--- config.mk ---
export PLATFORM = sky130hd
export DESIGN_NAME = ex_mem_stage
export DESIGN_NICKNAME = d
export VERILOG_FILES = /design/src/rtl/ex_mem_stage.sv
export SDC_FILE = /design/constraint.sdc
export NUM_CORES = 1
export LEC_CHECK = 0
export ABC_CLOCK_PERIOD_IN_PS = 2000
export CAP_MARGIN = 20
export CORE_ASPECT_RATIO = 1.75
export CORE_UTILIZATION = 38
export DETAILED_ROUTE_END_ITERATION = 12
export HOLD_SLACK_MARGIN = 0.08
export PLACE_DENSITY = 0.83
export SLEW_MARGIN = 5
export SYNTH_ARGS = -nofsm -noshare
export SYNTH_HDL_FRONTEND = slang
export SYNTH_SLANG_ARGS = --single-unit
--- constraint.sdc ---
create_clock -name clk -period 2 [get_ports clk]
set_clock_uncertainty 0.2 [all_clocks]
set_input_delay 0.4 -clock clk [delete_from_list [all_inputs] [get_ports clk]]
set_output_delay 0.4 -clock clk [all_outputs]
set_load 0.005 [all_outputs]
--- src/rtl/ex_mem_stage.sv ---
// rtl/ex_mem_stage.sv - EX/MEM pipeline register with CCR, interrupt shadow and IN/OUT ports
module ex_mem_stage #(
    parameter int DATA_W = 16,
    parameter int REG_AW = 3,
    parameter int OP_W   = 13
) (
    input  logic              clk,
    input  logic              rst,
    input  logic              stall,
    input  logic              flush,
    input  logic              in_valid,
    input  logic [DATA_W-1:0] alu_result,
    input  logic [2:0]        alu_flag,
    input  logic [OP_W-1:0]   alu_operation,
    input  logic [DATA_W-1:0] store_data,
    input  logic [REG_AW-1:0] rdst,
    input  logic              reg_write,
    input  logic              mem_read,
    input  logic              mem_write,
    input  logic              setc,
    input  logic              clrc,
    input  logic              int_save,
    input  logic              rti_restore,
    input  logic [DATA_W-1:0] in_port,
    output logic              mem_valid,
    output logic [DATA_W-1:0] mem_result,
    output logic [DATA_W-1:0] mem_store_data,
    output logic [REG_AW-1:0] mem_rdst,
    output logic              mem_reg_write,
    output logic              mem_mem_read,
    output logic              mem_mem_write,
    output logic [2:0]        ccr,
    output logic [DATA_W-1:0] out_port
);

    // Opcodes that update Z/N and those that additionally update C
    localparam logic [OP_W-1:0] ZN_OPS = OP_W'(13'h03BF);
    localparam logic [OP_W-1:0] C_OPS  = OP_W'(13'h0123);
    localparam int OP_IN  = 11;
    localparam int OP_OUT = 12;

    logic [2:0] shadow;
    logic [2:0] ccr_next;
    logic [2:0] shadow_next;

    always_comb begin
        ccr_next = ccr;
        if (in_valid && |(alu_operation & ZN_OPS)) begin
            ccr_next[0] = (alu_result == '0);
            ccr_next[1] = alu_result[DATA_W-1];
        end
        if (in_valid && |(alu_operation & C_OPS))
            ccr_next[2] = alu_flag[2];
        if (setc)
            ccr_next[2] = 1'b1;
        if (clrc)
            ccr_next[2] = 1'b0;
        if (rti_restore)
            ccr_next = shadow;
        shadow_next = int_save ? ccr_next : shadow;
    end

    always_ff @(posedge clk) begin
        if (rst) begin
            mem_valid      <= 1'b0;
            mem_result     <= '0;
            mem_store_data <= '0;
            mem_rdst       <= '0;
            mem_reg_write  <= 1'b0;
            mem_mem_read   <= 1'b0;
            mem_mem_write  <= 1'b0;
            ccr            <= '0;
            shadow         <= '0;
            out_port       <= '0;
        end else if (stall) begin
            // MEM not ready: everything holds
        end else if (flush) begin
            mem_valid     <= 1'b0;
            mem_reg_write <= 1'b0;
            mem_mem_read  <= 1'b0;
            mem_mem_write <= 1'b0;
        end else begin
            mem_valid      <= in_valid;
            mem_result     <= alu_operation[OP_IN] ? in_port : alu_result;
            mem_store_data <= store_data;
            mem_rdst       <= rdst;
            mem_reg_write  <= reg_write & in_valid;
            mem_mem_read   <= mem_read & in_valid;
            mem_mem_write  <= mem_write & in_valid;
            ccr            <= ccr_next;
            shadow         <= shadow_next;
            if (in_valid && alu_operation[OP_OUT])
                out_port <= store_data;
        end
    end

endmodule
==> out/results.ini <==
[status]
status=complete, no violations

[synthesis]
ys_warn_count=0
yosysTopAreaCellShare=0.498
ys_seq_elements=61
synth_nets=368
syn_area_um2=2450
synth_area_leaders=dfxtp_1, nand2_1, a21oi_1, mux2i_1, a211oi_1
yosysSeqAreaShare=0.498
synthCells=289
yosys.cell_types.count=32
synth_top_area_cell=dfxtp_1
syn_avg_cell_area_um2=8.49

[layout]
fillers=527
layout_commonest_cell=clkdlybuf4s50_1
multi_input_area_um2=1190
final_cell_mix=clkdlybuf4s50_1, nand2_1, dfxtp_1, a21oi_1
final_cell_area_um2=4230
drive_gt1_frac=0.110
finalNetCount=511
post-route-util=0.679
seq_area_um2=1220
area_growth_pct=72.4
n_antenna_cell=0

[die]
die_h_um=108
placementRows=38
die_w_um=62.7
dieArea_um2=6790
initial_core_util=0.394
core_region_area_um2=6230
boundaryPins=137

[sta]
setup_viol=0
worstMarginPinSlew_ns=0.620
finalCriticalPeriod_ns=1.96
max_freq_mhz=510
hold_viol=0
slew-limit-headroom=0.587
min_period_over_period=0.980
finalMaxSlewViolations=0

[global_route]
grt-ovfl-total=0
grt_max_degree=62
grt_pass1_vias=2599
grt_pass1_wl_um=11300
antenna_found_initial=0
grtUsageTotal=0.214

[clocking]
clkTransAtPathRegs_ns=0.06
ctsHoldBuffers=0
cts_made_buffers=9
clock_sinks=61
cts_tree=done
clkLatencyLatePin_ns=0.32
ctsHtreeMaxLevel=3
clockRootBuffer=clkbuf_8
cts_buffer_depth=2

[setup_path]
endpoint_kind=register
start_kind=input pin
cp_cell_sequence=dlygate4sd2_1 > or4_4 > o31ai_4 > mux2i_1 > a211oi_2
critPathBufInv=1
required_ns=1.98
worstPathArrival_ns=1.94
path_max_fanout=6
worst_path_max_delay_cell=or4_4
critPathTopFamily=simple AND/OR/NAND/NOR gates
crit_type=in2reg
crit_path_max_incr_delay_ns=0.55

[detailed_routing]
viasPerCell=5.01
wl_um=7050
drcViolationCount=0
drtAntennaViolNets=0
dr.pass1.iters=4
drt_iter0_drc=133
vias=2590
post_drt_wl_per_cell_um=13.6

[place]
place_area_um2=3970
gp_congestion=0.765
port_buffers=132
place_hpwl_um=5320

[power]
power_density_nw_per_um2=668
p_total_mw=2.82
peakVddDrop_mv=0.364
leakage_nw=1.58

[min_path]
min_path_type=in2reg

[run]
drv_cap=0

==> layout make-up <==
cell class	instances	area share
Clock buffer	12	0.0343
Clock inverter	4	0.0112
Inverter	1	0.000888
Multi-Input combinational cell	205	0.283
Sequential cell	61	0.289
Tap cell	80	0.0237
Timing Repair Buffer	154	0.358
==> per-layer routing <==
layer | vias up | GRT usage | share of wire
met2 | 109 | 0.419 | 0.57
met1 | 1176 | 0.199 | 0.36
met5 | - | 0 | 0
li1 | 1285 | - | -
met3 | 20 | 0.0422 | 0.043
met4 | 0 | 0.128 | 0.033
==> what timing repair did <==
action	CTS	global route
setup endpoints to repair	3	5
setup buffers	1	2
cloned	0	0
pin swaps	6	6
resized for setup	11	6
==> final timing paths <==
path | from | endpoint | slack [ns] | cells after the start
max reg2reg | ccr[0]$_SDFFE_PP0P_ | ccr[0]$_SDFFE_PP0P_ | 0.68 | 3
min | rst | ccr[0]$_SDFFE_PP0P_ | 0.25 | 3
max | alu_operation[8] | shadow[1]$_SDFFE_PP0P_ | 0.04 | 5
min reg2reg | mem_mem_write$_SDFFE_PP0N_ | mem_mem_write$_SDFFE_PP0N_ | 0.25 | 2
==> synthesized netlist by cell type <==
cell type  count
a2111o_1       1
a211o_1        1
a211oi_1      18
a211oi_2       1
a21oi_1       42
a31oi_1        1
and3_1         2
and4_1         1
buf_1          3
buf_2          3
clkbuf_1      16
dfxtp_1       61
inv_1          1
mux2i_1       20
nand2_1       74
nand2b_1       1
nand3_1        1
nand3b_1       4
nor2_1        22
nor2b_1        1
nor3b_1        1
nor4_1         4
o211ai_1       1
o21ai_0        1
o21bai_1       1
o31ai_4        1
o41ai_1        1
or2_2          1
or4_1          1
or4_4          1
or4b_1         1
or4b_2         1
==> kinds of logic (layout without fill, tap and decap cells) <==
family / after synthesis / count (layout) / share of synthesized area
DFF: 61 / 61 / 0.498
buffers and inverters: 23 / 171 / 0.0367
AOI/OAI and AO/OA: 69 / 69 / 0.177
muxes: 20 / 20 / 0.0816
and+or+nand+nor: 116 / 116 / 0.207
==> state kept, by name, summed over array words and instances (netlist names) <==
signal and flops:
mem_result 16, mem_store_data 16, out_port 16, ccr 3, mem_rdst 3, shadow 3
mem_mem_read 1, mem_mem_write 1, mem_reg_write 1, mem_valid 1
==> power breakdown <==
group	internal [mW]	switching, mW	leakage, nW
clock network	0.606	0.436	0.0964
logic	0.299	0.187	0.986
registers	1.27	0.0276	0.498
total	2.17	0.651	1.58
==> worst reg2reg max path: stages (launching register included) <==
cell	delay, ns
dfxtp_1	0.37
o21bai_1	0.11
or4b_4	0.48
o211ai_1	0.10
==> metrics by stage <==
| step | setup TNS [ns] | std cells | hold slack, ns | worst slack, ns |
|---|---|---|---|---|
| after floorplan | 0 | 289 | 0.248 | 0.0996 |
| after global placement | -2.35 | 498 | 0.238 | -0.494 |
| after CTS | 0 | 515 | 0.243 | 0.0225 |
| after global routing | -0.00869 | 517 | 0.267 | -0.00869 |
| final | 0 | 517 | 0.249 | 0.0396 |
| after detailed placement | -3.29 | 498 | 0.246 | -0.505 |
Power figures use the tool's default switching activity.
